### src/rtl/binary_search_16b_pkg.sv
// rtl/binary_search_16b_pkg.sv - shared types and defaults for the binary search initiator
package binary_search_16b_pkg;

    localparam int BS_WIDTH_DEF = 16;
    localparam int BS_STEPW_DEF = 5;

    typedef enum logic [1:0] {
        ST_IDLE   = 2'd0,
        ST_PROBE  = 2'd1,
        ST_FINISH = 2'd2
    } bs_state_e;

endpackage

### src/rtl/binary_search_16b_midpoint.sv
// rtl/binary_search_16b_midpoint.sv - midpoint of the live search range
module bsearch_midpoint #(
    parameter int WIDTH = 16
) (
    input  logic [WIDTH:0]   lo_i,
    input  logic [WIDTH:0]   hi_i,
    output logic [WIDTH-1:0] mid_o
);

    logic [WIDTH:0] span;

    // lo + (hi-lo)/2 never overflows; the result fits WIDTH bits whenever lo <= hi.
    always_comb begin
        span  = hi_i - lo_i;
        mid_o = WIDTH'(lo_i + (span >> 1));
    end

endmodule

### src/rtl/binary_search_16b.sv
// rtl/binary_search_16b.sv - binary search driving a comparator B operand to find its A operand
module binary_search_16b
    import binary_search_16b_pkg::*;
#(
    parameter int WIDTH = BS_WIDTH_DEF,
    parameter int STEPW = BS_STEPW_DEF
) (
    input  logic             clk,
    input  logic             rst_n,
    input  logic             start,
    input  logic             cmp_great,
    input  logic             cmp_equal,
    input  logic             cmp_less,
    output logic [WIDTH-1:0] guess,
    output logic             busy,
    output logic             done,
    output logic             found,
    output logic             err,
    output logic [WIDTH-1:0] result,
    output logic [STEPW-1:0] steps
);

    localparam logic [WIDTH:0] RANGE_MAX = {1'b0, {WIDTH{1'b1}}};
    localparam logic [WIDTH:0] ONE_X     = {{WIDTH{1'b0}}, 1'b1};

    bs_state_e        state_q, state_d;
    logic [WIDTH:0]   lo_q, lo_d, hi_q, hi_d;
    logic [WIDTH-1:0] guess_q, guess_d, result_q, result_d;
    logic             found_q, found_d, err_q, err_d;
    logic [STEPW-1:0] steps_q, steps_d;

    logic [WIDTH:0]   guess_x, cand_lo, cand_hi;
    logic [WIDTH-1:0] mid;
    logic             great_only, less_only, underflow, exhausted;

    // Candidate range: full span when launching, else narrowed by the current flag.
    always_comb begin
        guess_x    = {1'b0, guess_q};
        great_only = ({cmp_great, cmp_equal, cmp_less} == 3'b100);
        less_only  = ({cmp_great, cmp_equal, cmp_less} == 3'b001);
        cand_lo    = lo_q;
        cand_hi    = hi_q;
        underflow  = 1'b0;
        if (state_q == ST_IDLE) begin
            cand_lo = '0;
            cand_hi = RANGE_MAX;
        end else begin
            if (great_only) begin
                cand_lo = guess_x + ONE_X;
            end
            if (less_only) begin
                cand_hi   = guess_x - ONE_X;
                underflow = (guess_q == '0);
            end
        end
        // A borrow out of guess-1 means the range is empty even though it compares large.
        exhausted = underflow || (cand_lo > cand_hi);
    end

    bsearch_midpoint #(.WIDTH(WIDTH)) u_midpoint (
        .lo_i  (cand_lo),
        .hi_i  (cand_hi),
        .mid_o (mid)
    );

    // Next-state logic: launch, probe one comparator answer per cycle, then a single done cycle.
    always_comb begin
        state_d  = state_q;
        lo_d     = lo_q;
        hi_d     = hi_q;
        guess_d  = guess_q;
        result_d = result_q;
        found_d  = found_q;
        err_d    = err_q;
        steps_d  = steps_q;
        case (state_q)
            ST_IDLE: begin
                if (start) begin
                    lo_d    = cand_lo;
                    hi_d    = cand_hi;
                    guess_d = mid;
                    steps_d = '0;
                    found_d = 1'b0;
                    err_d   = 1'b0;
                    state_d = ST_PROBE;
                end
            end
            ST_PROBE: begin
                steps_d = steps_q + {{(STEPW-1){1'b0}}, 1'b1};
                if ({cmp_great, cmp_equal, cmp_less} == 3'b010) begin
                    result_d = guess_q;
                    found_d  = 1'b1;
                    state_d  = ST_FINISH;
                end else if (great_only || less_only) begin
                    lo_d = cand_lo;
                    hi_d = cand_hi;
                    if (exhausted) begin
                        found_d  = 1'b0;
                        result_d = guess_q;
                        state_d  = ST_FINISH;
                    end else begin
                        guess_d = mid;
                    end
                end else begin
                    err_d    = 1'b1;
                    found_d  = 1'b0;
                    result_d = guess_q;
                    state_d  = ST_FINISH;
                end
            end
            ST_FINISH: begin
                state_d = ST_IDLE;
            end
            default: begin
                state_d = ST_IDLE;
            end
        endcase
    end

    // State and datapath registers; reset aborts any search without a done pulse.
    always_ff @(posedge clk or negedge rst_n) begin
        if (!rst_n) begin
            state_q  <= ST_IDLE;
            lo_q     <= '0;
            hi_q     <= '0;
            guess_q  <= '0;
            result_q <= '0;
            found_q  <= 1'b0;
            err_q    <= 1'b0;
            steps_q  <= '0;
        end else begin
            state_q  <= state_d;
            lo_q     <= lo_d;
            hi_q     <= hi_d;
            guess_q  <= guess_d;
            result_q <= result_d;
            found_q  <= found_d;
            err_q    <= err_d;
            steps_q  <= steps_d;
        end
    end

    assign guess  = guess_q;
    assign result = result_q;
    assign found  = found_q;
    assign err    = err_q;
    assign steps  = steps_q;
    assign busy   = (state_q == ST_PROBE);
    assign done   = (state_q == ST_FINISH);

endmodule

### config.mk
export PLATFORM = sky130hd
export DESIGN_NAME = binary_search_16b
export DESIGN_NICKNAME = d
export VERILOG_FILES = /design/src/rtl/binary_search_16b_pkg.sv /design/src/rtl/binary_search_16b_midpoint.sv /design/src/rtl/binary_search_16b.sv
export SDC_FILE = /design/constraint.sdc
export NUM_CORES = 1
export LEC_CHECK = 0
export CORE_UTILIZATION = 45
export CTS_CLUSTER_SIZE = 14
export DETAILED_ROUTE_END_ITERATION = 10
export GPL_ROUTABILITY_DRIVEN = 0
export PLACE_DENSITY = 0.61
export SYNTH_ARGS = -nofsm -noshare
export SYNTH_HDL_FRONTEND = slang
export SYNTH_SLANG_ARGS = --single-unit
### constraint.sdc
create_clock -name clk -period 5 [get_ports clk]
set_input_delay 1.25 -clock clk [delete_from_list [all_inputs] [get_ports clk]]
set_output_delay 1.25 -clock clk [all_outputs]
set_load 0.01 [all_outputs]
# Yosys cells after proc, flatten, opt, wreduce, memory -nomap -nowiden
# Cells that the tools add are included.
[word_totals]
output_inout_bits = 41
register_bits = 75
in_bits = 6
[classes]
add_sub_neg = 5
n_reduce_logical = 12
mux = 37
eq_ne = 12
n_lt_le_gt_ge = 1
[ops]
columns = ["op", "n"]
rows = [
  ["2-to-1 mux 17 bit", 10],
  ["2-to-1 mux 16 bit", 7],
  ["one-hot mux 17 bit (2 select lines)", 2],
  ["one-hot mux 16 bit (2 select lines)", 1],
  ["adder 16 x 1 -> 17 bit (second input constant)", 1],
  ["greater-than comparator 17 bit", 1],
  ["subtractor 16 x 1 -> 17 bit (second input constant)", 1],
  ["subtractor 17 bit", 1],
  ["adder 16 bit", 1],
  ["logical NOT 16 bit", 1],
  ["one-hot mux 5 bit (2 select lines)", 1],
  ["2-to-1 mux 1 bit", 8],
  ["2-to-1 mux 2 bit", 4],
  ["inequality test 2 bit (second input constant)", 4],
  ["AND reduction 4 bit", 2],
  ["AND reduction 2 bit", 3],
  ["adder 5 x 1 -> 5 bit (second input constant)", 1],
  ["2-to-1 mux 5 bit", 1],
  ["AND reduction 5 bit", 1],
  ["inequality test 4 bit (second input constant)", 1],
  ["one-hot mux 1 bit (2 select lines)", 2],
  ["one-hot mux 2 bit (2 select lines)", 1],
  ["== test 3 x 1 -> 1 bit (second input constant)", 1],
  ["== test 3 x 2 -> 1 bit (second input constant)", 1],
  ["other kinds (9)", 10],
]

# Depth between registers and ports, before layout
[logic_depth]
depth_word = 9
depth_mapped = 23
depth_no_buf = 22

# Modules after synthesis
# Synthesis repeated with hierarchy kept, for this count alone.
[unflattened]
cells_unflattened = 687
area_unflattened_um2 = 5995.8
[by_module_without_submodules]
columns = ["mod", "n_inst", "seq_area_each_um2", "cells_per_inst", "area_per_inst_um2"]
rows = [
  ["binary_search_16b", 1, 1876.8, 476, 4471.8],
  ["bsearch_midpoint", 1, 0.0, 211, 1524.0],
]

# Worst setup path after synthesis
# OpenSTA, ideal clock, no wires.
[synth_timing]
path_kind = "input port to flip-flop"
start = "input cmp_equal"
end = "register guess_q[15] (netlist: guess[15])"
arrival_time_ns = 5.295
setup_time_ns = 0.082
path_stages = 21
n_path_buf = 2
slack_ns = -0.377
cell_sequence = "nor3b_4 > clkbuf_1 > clkbuf_1 > mux2i_1 > nor2_1 > fa_1 > nor2b_1 > o2111ai_1 > nand2_1 > o21a_1 > o21ai_0 > a22oi_1 > ha_1 > and2_1 > o21ai_0 > o21ai_0 > nor4_1 > o41a_1 > o21ai_0 > or3_1 > a31oi_1"
[synth_via]
elab_chain_len = 9
word_cells_on_any_way = 23
classes_between = "add/sub: 2; order compare: 1; eq/ne: 6; mux: 11; reduce/logical: 3"
[synth_rtl]
columns = ["element", "line_no", "text"]
rows = [
  ["start, declared", "binary_search_16b.sv:12", "input logic cmp_equal,"],
  ["== test 3 bit (*)", "binary_search_16b.sv:39", "great_only = ({cmp_great, cmp_equal, cmp_less} == 3'b100);"],
  ["2-to-1 mux 17 bit (*)", "binary_search_16b.sv:48", "if (great_only) begin"],
  ["2-to-1 mux 17 bit (*)", "binary_search_16b.sv:44", "if (state_q == ST_IDLE) begin"],
  ["via cand_lo[1]", "binary_search_16b.sv:32", "logic [WIDTH:0] guess_x, cand_lo, cand_hi;"],
  ["subtractor 17 bit", "binary_search_16b_midpoint.sv:14", "span = hi_i - lo_i;"],
  ["adder 16 bit", "binary_search_16b_midpoint.sv:15", "mid_o = WIDTH'(lo_i + (span >> 1));"],
  ["2-to-1 mux 16 bit", "binary_search_16b.sv:97", "if (exhausted) begin"],
  ["2-to-1 mux 16 bit", "binary_search_16b.sv:94", "end else if (great_only || less_only) begin"],
  ["2-to-1 mux 16 bit", "binary_search_16b.sv:90", "if ({cmp_great, cmp_equal, cmp_less} == 3'b010) begin"],
  ["one-hot mux 16 bit (2 select lines)", "binary_search_16b.sv:76", "case (state_q)"],
  ["end signal, assigned", "binary_search_16b.sv:135", "guess_q <= guess_d;"],
  ["end, declared", "binary_search_16b.sv:28", "logic [WIDTH-1:0] guess_q, guess_d, result_q, result_d;"],
]
# Mark *: on every way through the listed nets, which the timed path passes. The rest lies on a longest branch. The select of a mux whose other input is x is not followed.
# A chain may end at the register's enable or synchronous reset.

# Worst setup path after layout
[layout_timing]
start = "input cmp_less"
end = "register guess_q[13] (netlist: guess[13])"
[layout_via]
elab_chain_len = 9
word_cells_on_any_way = 23
classes_between = "add/sub: 2; order compare: 1; eq/ne: 6; mux: 11; reduce/logical: 3"
[layout_rtl]
columns = ["element", "line_no", "text"]
rows = [
  ["start, declared", "binary_search_16b.sv:13", "input logic cmp_less,"],
  ["== test 3 bit (*)", "binary_search_16b.sv:39", ""],
  ["2-to-1 mux 17 bit (*)", "binary_search_16b.sv:48", ""],
  ["2-to-1 mux 17 bit (*)", "binary_search_16b.sv:44", ""],
  ["via cand_lo[1]", "binary_search_16b.sv:32", ""],
  ["subtractor 17 bit", "binary_search_16b_midpoint.sv:14", ""],
  ["adder 16 bit", "binary_search_16b_midpoint.sv:15", ""],
  ["2-to-1 mux 16 bit", "binary_search_16b.sv:97", ""],
  ["2-to-1 mux 16 bit", "binary_search_16b.sv:94", ""],
  ["2-to-1 mux 16 bit", "binary_search_16b.sv:90", ""],
  ["one-hot mux 16 bit (2 select lines)", "binary_search_16b.sv:76", ""],
]
# Marked as above.

==> impl_metrics.env <==
export IMPL_avgViaCountPerCell=5.72
export IMPL_ys_flop_type="dfrtp_1"
export IMPL_dieArea_um2=13500
export IMPL_core_area_um2=12700
export IMPL_worstSetupEndpointType="register"
export IMPL_dp_final_hpwl_um=13200
export IMPL_antenna_cells=0
export IMPL_path_cells="buf_6 -> nor3b_4 -> buf_6 -> mux2i_1 -> nor2_2 -> inv_1 -> ha_4 -> and3_4 -> o41ai_4 -> a31oi_1 -> buf_4 -> o21ai_1 -> nand2b_1 -> a21oi_2 -> xnor2_1 -> ha_1 -> nand3_1 -> o21ai_2 -> nor4_2 -> o41a_1 -> buf_4 -> xnor2_2 -> mux2_4"
export IMPL_drive_above_1_share=0.270
export IMPL_wl_per_cell_um=17.6
export IMPL_postSynthCellCount=722
export IMPL_fin_crit_sh=0.995
export IMPL_final_core_utilization=0.639
export IMPL_detail_route_antenna_nets=0
export IMPL_drt_iter0_drc=578
export IMPL_fmax_ghz=0.201
export IMPL_yosysSeqAreaShare=0.319
export IMPL_syn_to_final_growth_pct=37.7
export IMPL_placedCellCount=1023
export IMPL_hold_class="register to register"
export IMPL_die_w_um=116
export IMPL_arrival_ns=5.22
export IMPL_grt_max_degree=76
export IMPL_cellLeakagePower_nw=3.50
export IMPL_status="completed"
export IMPL_cts_tree="yes"
export IMPL_vias=6042
export IMPL_synth_edf_count=0
export IMPL_syn_avg_cell_area_um2=8.15
export IMPL_wirelength_um=18600
export IMPL_first_pass_iters=5
export IMPL_cts_max_path_buffers=2
export IMPL_async_flop_share=1.00
export IMPL_synth_area_leader_cell="dfrtp_1"
export IMPL_slew_headroom=0.238
export IMPL_holdWs_ns=0.487
export IMPL_grt_pass1_wl_um=30000
export IMPL_synth_most_common_cell="nor2_1"
export IMPL_finalClockSkew_ns=0.00822
export IMPL_path_buf_inv=5
export IMPL_drc=0
export IMPL_drv_cap=0
export IMPL_cts_sinks=75
export IMPL_start_util=0.464
export IMPL_slew_violations=0
export IMPL_synthTopCellsByArea="dfrtp_1 32%, ha_1 7.4%, nor2_1 5.7%"
export IMPL_stdcell_area_um2=8100
export IMPL_path_max_fanout=8
export IMPL_irDropWorstVdd_uv=490
export IMPL_powerDensity_nw_per_um2=778
export IMPL_crit_path_top_delay_cell="o41a_1"
export IMPL_hold_viol_final=0
export IMPL_cts_buffers=9
export IMPL_pin_count=47
export IMPL_rsz0062_at_grt="true"
export IMPL_placed_cell_area_um2=7420
export IMPL_netlist_area_leader_share=0.319
export IMPL_nets=923
export IMPL_grt_pass1_vias=5925
export IMPL_root_buffer="clkbuf_16"
export IMPL_h_tree_depth=3
export IMPL_critPathLaunchType="primary input"
export IMPL_rows=41
export IMPL_worstSetupPathType="primary input to register"
export IMPL_tns_ns=0
export IMPL_antenna_found_initial=0
export IMPL_required_ns=5.24
export IMPL_worst_path_largest_cell_delay_ns=0.46
export IMPL_fin_cells=1057
export IMPL_tightest_slew_ns=1.14
export IMPL_period_minus_slack_ns=4.97
export IMPL_ys_ff_latch=75
export IMPL_syn_area_um2=5880
export IMPL_clk_latency_ns=0.36
export IMPL_cpLargestDelayFamily="compound AO/OA/AOI/OAI gates"
export IMPL_path_clk_slew_ns=0.07
export IMPL_setup_viol=0
export IMPL_io_buffers=46
export IMPL_yosys_cell_types_count=67
export IMPL_grt_use_total=0.290
export IMPL_cts_hold_buf=0
export IMPL_overflow=0
export IMPL_die_height_um=116
export IMPL_synth_warnings=0
export IMPL_synth_top_cells_by_count="89 x nor2_1, 75 x dfrtp_1, 62 x nand2_1, 44 x a21oi_1, 38 x clkbuf_1"
export IMPL_synth_fp_nets=765
## worst register-to-register path: cells and delay by family, from the launching register on
family / cells / cell delay [ns]
AO/OA/AOI/OAI: 5 / 1.17
AND/OR/NAND/NOR: 5 / 0.90
multiplexers: 1 / 0.26
adder cells (fa/ha/maj): 3 / 0.94
buffers and inverters: 3 / 0.37
XOR/XNOR: 3 / 0.41
flip-flops: 1 / 0.57
## power by group
group	total, mW	switching, mW	internal (mW)
combinational	4.38	2.18	2.21
sequential	1.22	0.344	0.876
clock	0.700	0.295	0.405
total	6.31	2.82	3.49
## per-stage QoR
step / power (mW) / setup WS [ns]
floorplan: 3.62 / -0.0638
global placement: 5.21 / -0.952
detailed placement: 5.32 / -1.03
CTS: 6.12 / -0.00770
global route: 6.79 / -0.175
finish: 6.31 / 0.0255
## path summary, 6_finish.rpt
path,from,to,slack [ns],depth (start not counted)
worst max-delay path,cmp_less,guess[13],0.03,23
worst min-delay path,hi_q[16],hi_q[16],0.49,2
worst min register to register,hi_q[16],hi_q[16],0.49,2
worst max register to register,guess[1],guess[13],0.26,20
min in group asynchronous,rst_n,steps[0],1.06,1
max in group asynchronous,rst_n,lo_q[9],3.30,1
## placed cells by master, fill, tap and decap left out, types with 5 or more instances in the layout
cell,instances
o211ai_1,29
inv_1,25
xor2_1,17
a21oi_1,40
nand2_1,62
dfrtp_1,75
nand4_1,23
a31oi_1,6
mux2_2,7
nand3_1,28
buf_6,7
and3_1,22
a211oi_1,5
o21ai_1,6
xnor2_1,34
a211oi_2,7
a21o_1,13
nor3_1,21
o21ai_0,31
clkbuf_16,9
buf_4,143
clkdlybuf4s50_1,42
nor2_1,86
ha_1,30
and2_1,5
## state kept, by name, indices dropped and copies added (netlist names)
| signal | count |
|---|---|
| lo_q | 17 |
| state_q | 2 |
| steps | 5 |
| result | 16 |
| guess | 16 |
| hi_q | 17 |
| found | 1 |
| err | 1 |
## cell families after synthesis
logic type | synth area share
AOI/OAI and AO/OA | 0.196
xor gates and xnor gates | 0.0774
adders and majority gates | 0.0812
buffers and inverters | 0.0527
DFF | 0.319
muxes | 0.0279
and+or+nand+nor | 0.246
## layout make-up
class / instances / area, um2
Clock buffer: 10 / 239
Clock inverter: 6 / 72.6
Fill cell: 1087 / 4570
Inverter: 27 / 101
Multi-Input combinational cell: 571 / 3940
Sequential cell: 75 / 1880
Tap cell: 172 / 215
Timing Repair Buffer: 196 / 1650
## repair_timing
| action | CTS | global route |
|---|---|---|
| pin swaps | 9 | 33 |
| endpoints found under the hold margin | 0 | 0 |
| setup endpoints to repair | 16 | 5 |
| buffers inserted | 7 | 12 |
| gates resized for setup | 33 | 39 |
| gates cloned | 1 | 0 |
## layer usage
metal,routed length (um),vias to the layer above,track usage
met2,8560,216,0.463
met1,8360,2869,0.382
met4,575,0,0.137
li1,-,2911,-
met3,1070,46,0.0493
met5,0,-,0
No activity file was read; power rests on OpenSTA's default activity.
